File: src/rtl/exe_muldiv_if.sv
// Request/response bundle between the execute stage and the exe_muldiv unit.
interface exe_muldiv_if #(
  parameter int unsigned XLEN = 64
);
  logic            START;
  logic [2:0]      FUNCT3;
  logic            WORD;
  logic [XLEN-1:0] OP_A;
  logic [XLEN-1:0] OP_B;
  logic            FLUSH;
  logic            STALL;
  logic            BUSY;
  logic            DONE;
  logic [XLEN-1:0] RESULT;

  modport master (
    output START, FUNCT3, WORD, OP_A, OP_B, FLUSH,
    input  STALL, BUSY, DONE, RESULT
  );

  modport slave (
    input  START, FUNCT3, WORD, OP_A, OP_B, FLUSH,
    output STALL, BUSY, DONE, RESULT
  );
endinterface

File: src/rtl/exe_muldiv.sv
// Multi-cycle RISC-V M-extension unit (radix-2 shift-add multiply, restoring divide).
// Optional MULDIV_FAST_MUL_EN: multiplies complete combinationally in IDLE; divides stay iterative.
module exe_muldiv #(
  parameter int unsigned XLEN = 64
) (
  input logic         clk,
  input logic         RESET,
  exe_muldiv_if.slave bus
);
  localparam int unsigned CW = $clog2(XLEN);
  localparam int unsigned AW = 2 * XLEN;

  typedef enum logic [1:0] {IDLE, CALC, FIX} state_t;

  state_t          state;
  logic [2:0]      op;
  logic            is_w;
  logic            neg_q;
  logic            neg_r;
  logic            busy;
  logic            done;
  logic [CW-1:0]   cnt;
  logic [XLEN-1:0] a_mag;
  logic [XLEN-1:0] b_mag;
  logic [XLEN-1:0] rem;
  logic [XLEN-1:0] result;
  logic [AW-1:0]   acc;

  function automatic logic [XLEN-1:0] sext32(input logic [31:0] v);
    logic signed [31:0] s;
    s = v;
    return XLEN'(s);
  endfunction

  logic            word_c, n32_c, is_mul_c, illegal_c, sign_a_c, sign_b_c;
  logic            na_c, nb_c, div0_c, ovf_c;
  logic [CW-1:0]   top_c;
  logic [XLEN-1:0] a_ext_c, b_ext_c, a_mag_c, b_mag_c, min_c;

  // Operand decode for the request presented in IDLE
  always_comb begin
    word_c    = (XLEN == 64) && bus.WORD;
    n32_c     = word_c || (XLEN == 32);
    is_mul_c  = !bus.FUNCT3[2];
    illegal_c = word_c && is_mul_c && (bus.FUNCT3[1:0] != 2'd0);
    sign_a_c  = (bus.FUNCT3 == 3'd1) || (bus.FUNCT3 == 3'd2) ||
                (bus.FUNCT3 == 3'd4) || (bus.FUNCT3 == 3'd6);
    sign_b_c  = (bus.FUNCT3 == 3'd1) || (bus.FUNCT3 == 3'd4) || (bus.FUNCT3 == 3'd6);
    if (word_c) begin
      a_ext_c = sign_a_c ? sext32(bus.OP_A[31:0]) : XLEN'(bus.OP_A[31:0]);
      b_ext_c = sign_b_c ? sext32(bus.OP_B[31:0]) : XLEN'(bus.OP_B[31:0]);
    end else begin
      a_ext_c = bus.OP_A;
      b_ext_c = bus.OP_B;
    end
    na_c    = sign_a_c && a_ext_c[XLEN-1];
    nb_c    = sign_b_c && b_ext_c[XLEN-1];
    a_mag_c = na_c ? -a_ext_c : a_ext_c;
    b_mag_c = nb_c ? -b_ext_c : b_ext_c;
    top_c   = n32_c ? CW'(31) : CW'(XLEN - 1);
    min_c   = ~((XLEN'(1) << top_c) - XLEN'(1));
    div0_c  = !is_mul_c && (b_ext_c == '0);
    ovf_c   = !is_mul_c && !bus.FUNCT3[0] && (a_ext_c == min_c) && (&b_ext_c);
  end

  logic [CW-1:0] idx_c;
  logic [XLEN:0] rem_sh_c;
  logic          qbit_c;

  // One restoring-divide step on the next dividend bit
  always_comb begin
    idx_c    = cnt - CW'(1);
    rem_sh_c = {rem, a_mag[idx_c]};
    qbit_c   = rem_sh_c >= {1'b0, b_mag};
  end

  logic [AW-1:0]   q_fix_c;
  logic [XLEN-1:0] r_fix_c, sel_c, res_c;

  // Sign correction and result selection
  always_comb begin
    q_fix_c = neg_q ? -acc : acc;
    r_fix_c = neg_r ? -rem : rem;
    if (!op[2] && (op[1:0] != 2'd0)) begin
      sel_c = q_fix_c[AW-1:XLEN];
    end else if (op[2] && op[1]) begin
      sel_c = r_fix_c;
    end else begin
      sel_c = q_fix_c[XLEN-1:0];
    end
    res_c = is_w ? sext32(sel_c[31:0]) : sel_c;
  end

  // The first iteration is folded into the operand latch, so CALC runs N-1 cycles
  always_ff @(posedge clk or posedge RESET) begin
    if (RESET) begin
      state  <= IDLE;
      op     <= '0;
      is_w   <= 1'b0;
      neg_q  <= 1'b0;
      neg_r  <= 1'b0;
      busy   <= 1'b0;
      done   <= 1'b0;
      cnt    <= '0;
      a_mag  <= '0;
      b_mag  <= '0;
      rem    <= '0;
      result <= '0;
      acc    <= '0;
    end else begin
      done <= 1'b0;
      if (bus.FLUSH) begin
        state <= IDLE;
        busy  <= 1'b0;
      end else begin
        case (state)
          IDLE: begin
            if (bus.START) begin
              op    <= bus.FUNCT3;
              is_w  <= word_c;
              a_mag <= a_mag_c;
              b_mag <= b_mag_c;
              neg_q <= na_c ^ nb_c;
              neg_r <= na_c;
              cnt   <= top_c;
              busy  <= 1'b1;
              rem   <= '0;
              acc   <= '0;
              if (illegal_c) begin
                neg_q <= 1'b0;
                neg_r <= 1'b0;
                state <= FIX;
              end else if (div0_c) begin
                acc   <= AW'({XLEN{1'b1}});
                rem   <= a_ext_c;
                neg_q <= 1'b0;
                neg_r <= 1'b0;
                state <= FIX;
              end else if (ovf_c) begin
                acc   <= AW'(a_ext_c);
                neg_q <= 1'b0;
                neg_r <= 1'b0;
                state <= FIX;
              end else if (is_mul_c) begin
`ifdef MULDIV_FAST_MUL_EN
                acc   <= AW'(a_mag_c) * AW'(b_mag_c);
                state <= FIX;
`else
                acc   <= b_mag_c[top_c] ? AW'(a_mag_c) : '0;
                state <= CALC;
`endif
              end else begin
                acc   <= AW'(a_mag_c[top_c] && (b_mag_c == XLEN'(1)));
                rem   <= XLEN'(a_mag_c[top_c] && (b_mag_c != XLEN'(1)));
                state <= CALC;
              end
            end
          end
          CALC: begin
            if (op[2]) begin
              acc <= {acc[AW-2:0], qbit_c};
              rem <= qbit_c ? XLEN'(rem_sh_c - {1'b0, b_mag}) : rem_sh_c[XLEN-1:0];
            end else begin
              acc <= (acc << 1) + (b_mag[idx_c] ? AW'(a_mag) : '0);
            end
            cnt <= idx_c;
            if (cnt == CW'(1)) state <= FIX;
          end
          FIX: begin
            result <= res_c;
            done   <= 1'b1;
            busy   <= 1'b0;
            state  <= IDLE;
          end
          default: begin
            state <= IDLE;
            busy  <= 1'b0;
          end
        endcase
      end
    end
  end

  assign bus.STALL  = (bus.START && (state == IDLE) && !bus.FLUSH) || (state != IDLE);
  assign bus.BUSY   = busy;
  assign bus.DONE   = done;
  assign bus.RESULT = result;
endmodule

File: src/flat_wrapper.sv
// flat-port wrapper written by rule: the top's interface ports become plain ports
module exe_muldiv_flat 
#(
  parameter int unsigned XLEN = 64
)
  (clk, RESET, bus_START, bus_FUNCT3, bus_WORD, bus_OP_A, bus_OP_B, bus_FLUSH, bus_STALL, bus_BUSY, bus_DONE, bus_RESULT);
  exe_muldiv_if #(.XLEN(XLEN)) bus_i ();
  input logic clk;
  input logic RESET;
  input wire logic [$bits(bus_i.START)-1:0] bus_START;
  input wire logic [$bits(bus_i.FUNCT3)-1:0] bus_FUNCT3;
  input wire logic [$bits(bus_i.WORD)-1:0] bus_WORD;
  input wire logic [$bits(bus_i.OP_A)-1:0] bus_OP_A;
  input wire logic [$bits(bus_i.OP_B)-1:0] bus_OP_B;
  input wire logic [$bits(bus_i.FLUSH)-1:0] bus_FLUSH;
  output wire logic [$bits(bus_i.STALL)-1:0] bus_STALL;
  output wire logic [$bits(bus_i.BUSY)-1:0] bus_BUSY;
  output wire logic [$bits(bus_i.DONE)-1:0] bus_DONE;
  output wire logic [$bits(bus_i.RESULT)-1:0] bus_RESULT;
  assign bus_i.START = bus_START;
  assign bus_i.FUNCT3 = bus_FUNCT3;
  assign bus_i.WORD = bus_WORD;
  assign bus_i.OP_A = bus_OP_A;
  assign bus_i.OP_B = bus_OP_B;
  assign bus_i.FLUSH = bus_FLUSH;
  assign bus_STALL = bus_i.STALL;
  assign bus_BUSY = bus_i.BUSY;
  assign bus_DONE = bus_i.DONE;
  assign bus_RESULT = bus_i.RESULT;
  exe_muldiv #(.XLEN(XLEN)) u_core (.clk(clk), .RESET(RESET), .bus(bus_i));
endmodule
File: config.mk
export PLATFORM = sky130hd
export DESIGN_NAME = exe_muldiv_flat
export DESIGN_NICKNAME = d
export VERILOG_FILES = /design/src/rtl/exe_muldiv_if.sv /design/src/rtl/exe_muldiv.sv /design/src/flat_wrapper.sv
export SDC_FILE = /design/constraint.sdc
export NUM_CORES = 2
export LEC_CHECK = 0
export ABC_AREA = 1
export BUFFER_PORTS_ARGS = -buffer_cell sky130_fd_sc_hd__buf_2
export CAP_MARGIN = 5
export CORE_ASPECT_RATIO = 1.75
export CORE_MARGIN = 2
export CORE_UTILIZATION = 65
export CTS_BUF_LIST = sky130_fd_sc_hd__clkbuf_8
export CTS_CLUSTER_DIAMETER = 100
export DETAILED_ROUTE_END_ITERATION = 10
export PLACE_DENSITY = 0.8
export SYNTH_ARGS = -nofsm -noshare
export SYNTH_HDL_FRONTEND = slang
export SYNTH_SLANG_ARGS = --single-unit
File: constraint.sdc
create_clock -name clk -period 17.13 [get_ports clk]
set_input_delay 0.8565 -clock clk [delete_from_list [all_inputs] [get_ports clk]]
set_output_delay 0.8565 -clock clk [all_outputs]
set_load 0.01 [all_outputs]
==> out/results.txt, run 1 <==
grt total ovfl -> 2754
Final HPWL DP -> 186000 microns
Synth Register Bits -> 400
H-tree lvl count -> 3
Post-synth top cells -> nand2_1 (1565), nor2_1 (967), inv_1 (839)
synth warn -> 0
Rows -> 124
Setup Buffers After CTS -> 0
asr flop ratio synth -> 100%
first-pass GRT wire length -> 447000 microns
number of global-route vias before repair -> 60424
CTS buffer count -> 67
all-layer global routing usage -> 85.8%
CTS Sinks -> 400
largest net degree at the start of global routing -> 102
failing step -> global routing (5_1_grt)
die height -> 344 microns
CTS root buf -> clkbuf_8
CTS max path bufs -> 3
post-CTS sizing -> 0
top cell type's share of synthesized area -> 23.3%
Chip Width -> 198 microns
Cells after Synth -> 7160
synth top area cells -> dfrtp_1 (23%), nand2_1 (14%), o21ai_0 (8.8%)
count leader, synth -> nand2_1
cts hold-fix bufs -> 0
Synth Flop Type -> dfrtp_1
Synth Cell Area -> 0.0429 sq mm
Unique masters post-synth -> 66
syn avg cell area -> 6.00 sq um
Initial Utilization -> 65.7%
outcome -> aborted with a tool error
num ports -> 203
area leader, netlist -> dfrtp_1
Post-Synthesis Net Count -> 7432
Run Error -> [ERROR GRT-0116] Global routing finished with congestion. Check the congestion regions in the DRC Viewer.
# port buffers -> 202
routability congestion estimate from global placement -> 1.38
Post-synth EDFFs -> 0
Seq/Total Area, Yosys -> 23.3%
==> per-layer routing <==
layer | GRT overflow | track usage, %
met4 | 682 | 93.3
met3 | 93 | 65.2
met2 | 1931 | 109
met1 | 39 | 81.0
met5 | 9 | 28.2
==> cells by family after synthesis <==
group / share of synthesized area [%]
and+or+nand+nor: 35.2
AOI/OAI and AO/OA: 22.4
buffers and inverters: 10.7
DFF: 23.3
xor gates and xnor gates: 4.41
adders and majority gates: 4.00
==> stage by stage <==
stage	utilization (%)	setup WS, ps	instance area [sq um]	hold WS, ps	cells
floorplan	-	5150	42900	448	7160
global placement	68.0	10780	44400	463	8028
detailed placement	68.0	10660	44400	466	8028
CTS	70.3	10560	45900	298	8151
==> run 2: changes to the inputs <==
--- a/config.mk
+++ b/config.mk
@@ -8,13 +8,10 @@
 export ABC_AREA = 1
 export BUFFER_PORTS_ARGS = -buffer_cell sky130_fd_sc_hd__buf_2
 export CAP_MARGIN = 5
-export CORE_ASPECT_RATIO = 1.75
 export CORE_MARGIN = 2
-export CORE_UTILIZATION = 65
-export CTS_BUF_LIST = sky130_fd_sc_hd__clkbuf_8
-export CTS_CLUSTER_DIAMETER = 100
+export CORE_UTILIZATION = 40
 export DETAILED_ROUTE_END_ITERATION = 10
-export PLACE_DENSITY = 0.8
+export PLACE_DENSITY_LB_ADDON = 0.15
 export SYNTH_ARGS = -nofsm -noshare
 export SYNTH_HDL_FRONTEND = slang
 export SYNTH_SLANG_ARGS = --single-unit
==> run 2 against run 1 <==
  * The run now ends clean
  * Synthesized cell count stayed put
  * Area after synthesis did not move
==> out/results.txt, run 2 <==
Cells after Synth -> 7160 (unchanged)
max-cap violations -> 0
Post-synth EDFFs -> 0 (unchanged)
max-slew violations -> 0
sequential power share -> 20.0%
first-pass GRT wire length -> 361000 microns
Vias -> 53299
DRT Pass-1 Iters -> 7
Worst-Skew Late Latency -> 680 ps
total wire length -> 257000 microns
clk slew on worst S/H paths -> 60 ps
synth warn -> 0 (unchanged)
skew final -> 32.0 ps
Period Utilization, post-route -> 43.0%
worst slew pin tran -> 1270 ps
RSZ-0062 raised after global routing -> no
RR Startpoint -> u_core.cnt[0]
crit-path most repeated cell -> nand3_1
final hold violations -> 0
DR vias/cell -> 6.15
Synth Flop Type -> dfrtp_1 (unchanged)
routability congestion estimate from global placement -> 1.06 (was 1.38)
Chip Width -> 332 microns (was 198 microns)
crit path from -> u_core.cnt[0]
PwrDens -> 179 mW/mm^2
cts hold-fix bufs -> 0 (unchanged)
all-layer global routing usage -> 45.1%
wire length per cell -> 29.7 microns
residual DRC count -> 0
WP buf/inv -> 4
number of global-route vias before repair -> 49317
CP Capture Type -> flip-flop
CTS buffer count -> 54 (was 67)
slowest stage delay, CP -> 740 ps
area leader, netlist -> dfrtp_1 (unchanged)
Comb pwr share -> 65.1%
Initial Utilization -> 40.2% (was 65.7%)
outcome -> finished, final reports clean (was aborted with a tool error)
Rows -> 120 (was 124)
internal cell power -> 0.00350 W
commonest cells after routing, fill and taps aside -> nand2_1 (1562), nor2_1 (962), inv_1 (834), o21ai_0 (747), a21oi_1 (542)
Hold Path Class -> input port to async pin
Iter 0 DRT Violations -> 7078
Critical Path Start Type -> flip-flop
Max transition margin -> 14.7%
Setup violations, final -> 0
die height -> 332 microns (was 344 microns)
num ports -> 203 (unchanged)
H-tree lvl count -> 2 (was 3)
initial antenna violation count -> 14
antenna-violating nets left -> 0
nets@finish -> 7486
max reg flops -> 128
Fillers -> 11707
# port buffers -> 202 (unchanged)
net switching power -> 0.00494 W
TritonCTS clock tree -> done
Synth Cell Area -> 0.0429 sq mm (unchanged)
crit-path max FO -> 64
grt total ovfl -> 0
reg-to-reg slack, setup -> 9760 ps
minimum clock period -> 7370 ps
Setup Buffers After CTS -> 0 (unchanged)
P&R area growth vs syn -> 9.62%
count leader, synth -> nand2_1 (unchanged)
critical path required time -> 17640 ps
Unique masters post-synth -> 66 (unchanged)
die area -> 0.110 sq mm
VDD IR-drop max -> 0.133 mV
Seq/Total Area, Yosys -> 23.3% (unchanged)
core area -> 0.107 sq mm
setup_tns -> 0 ps
Final HPWL DP -> 210000 microns (was 186000 microns)
crit path DAT -> 7880 ps
asr flop ratio synth -> 100% (unchanged)
CTS Sinks -> 400 (unchanged)
synth top area cells -> dfrtp_1 (23%), nand2_1 (14%), o21ai_0 (8.8%) (unchanged)
Post-synth top cells -> nand2_1 (1565), nor2_1 (967), inv_1 (839) (unchanged)
Top reg by flops -> u_core.acc
CTS max path bufs -> 3 (unchanged)
Slowest-stage cell, CP -> clkinv_1
crit path kind -> flip-flop to flip-flop
top cell type's share of synthesized area -> 23.3% (unchanged)
fmax -> 136 MHz
Synth Register Bits -> 400 (unchanged)
CTS root buf -> clkbuf_16 (was clkbuf_8)
clock share of power -> 14.9%
top cell family by delay on the critical path -> compound AO/OA/AOI/OAI gates
post-CTS sizing -> 0 (unchanged)
syn avg cell area -> 6.00 sq um (unchanged)
Crit Reg-Reg Endpoint -> u_core.acc[110]
Register-to-Register Path Depth -> 29
Static Leak -> 21.0 nW
largest net degree at the start of global routing -> 137
Sw Ratio -> 58.6%
Final Util -> 44.1%
Post-Synthesis Net Count -> 7432 (unchanged)
fraction of layout cells with a size suffix above 1 -> 7.50%
most common cell after layout, fill and taps aside -> nand2_1
==> run 2: cell counts after synthesis <==
No cell type changed its count.
==> run 2: worst max path at each step <==
stage	to	slack, ps	cells after the start
final	u_core.acc[110]	9760	29
after floorplan	u_core.a_mag[0]	5150	1
after global placement	u_core.acc[100]	10050	29
after global routing	u_core.acc[109]	9290	29
after CTS	u_core.acc[109]	9910	29
after detailed placement	u_core.acc[109]	9950	29
==> run 2: power groups by stage <==
| stage | clock [W] | combinational, W | sequential [W] |
|---|---|---|---|
| floorplan | 0 | 0.00330 | 0.00148 |
| CTS | 0.00126 | 0.00528 | 0.00165 |
| global placement | 0 | 0.00529 | 0.00166 |
| global route | 0.00129 | 0.00585 | 0.00169 |
| detailed placement | 0 | 0.00526 | 0.00166 |
| finish | 0.00126 | 0.00550 | 0.00169 |
==> run 2: final cells by class <==
type	instances	area, sq um	area share (%)
clock inverter	30	398	0.845
timing repair buffer	281	1620	3.43
tap	1403	1760	3.73
inverter	886	3340	7.09
clock buffer	68	1490	3.15
antenna	7	17.5	0.0372
sequential	400	10000	21.3
multi-input combinational	5591	28500	60.4
==> run 2: stage by stage <==
| stage | cell area, sq um | hold WS, ps | total power [W] | worst slack (ps) | cells |
|---|---|---|---|---|---|
| after global routing | 47100 | 362 | 0.00883 | 9290 | 8659 |
| after detailed placement | 45200 | 461 | 0.00692 | 9950 | 8561 |
| after CTS | 47100 | 316 | 0.00819 | 9910 | 8659 |
| after global placement | 45200 | 458 | 0.00695 | 10050 | 8561 |
| final | 47100 | 285 | 0.00844 | 9760 | 8666 |
| after floorplan | 42900 | 448 | 0.00477 | 5150 | 7160 |
==> run 2: worst reg2reg max path: cells and delay by family, from the launching register on <==
kind / cells / cell delay (ps)
simple gates: 13 / 1950
fa+ha+maj: 2 / 660
buf+inv: 4 / 1860
flops: 1 / 500
compound gates: 10 / 2260
==> run 2: cells by family (layout without fill, tap and decap cells) <==
group	after synthesis	in the layout	synth area share, %
other cells	0	7	0
fa+ha+maj	136	136	4.00
xor+xnor	216	216	4.41
compound gates	1715	1715	22.4
simple gates	3524	3524	35.2
flops	400	400	23.3
buf+inv	1169	1265	10.7
==> run 2: layer usage <==
layer | track usage [%] | wire length [microns] | vias up
li1 | - | - | 24072
met1 | 57.5 | 101000 | 25165
met2 | 67.8 | 107000 | 3278
met3 | 11.6 | 28800 | 768
met4 | 28.4 | 19800 | 16
met5 | 0.782 | 207 | -
(Power assumes the default switching activity.)
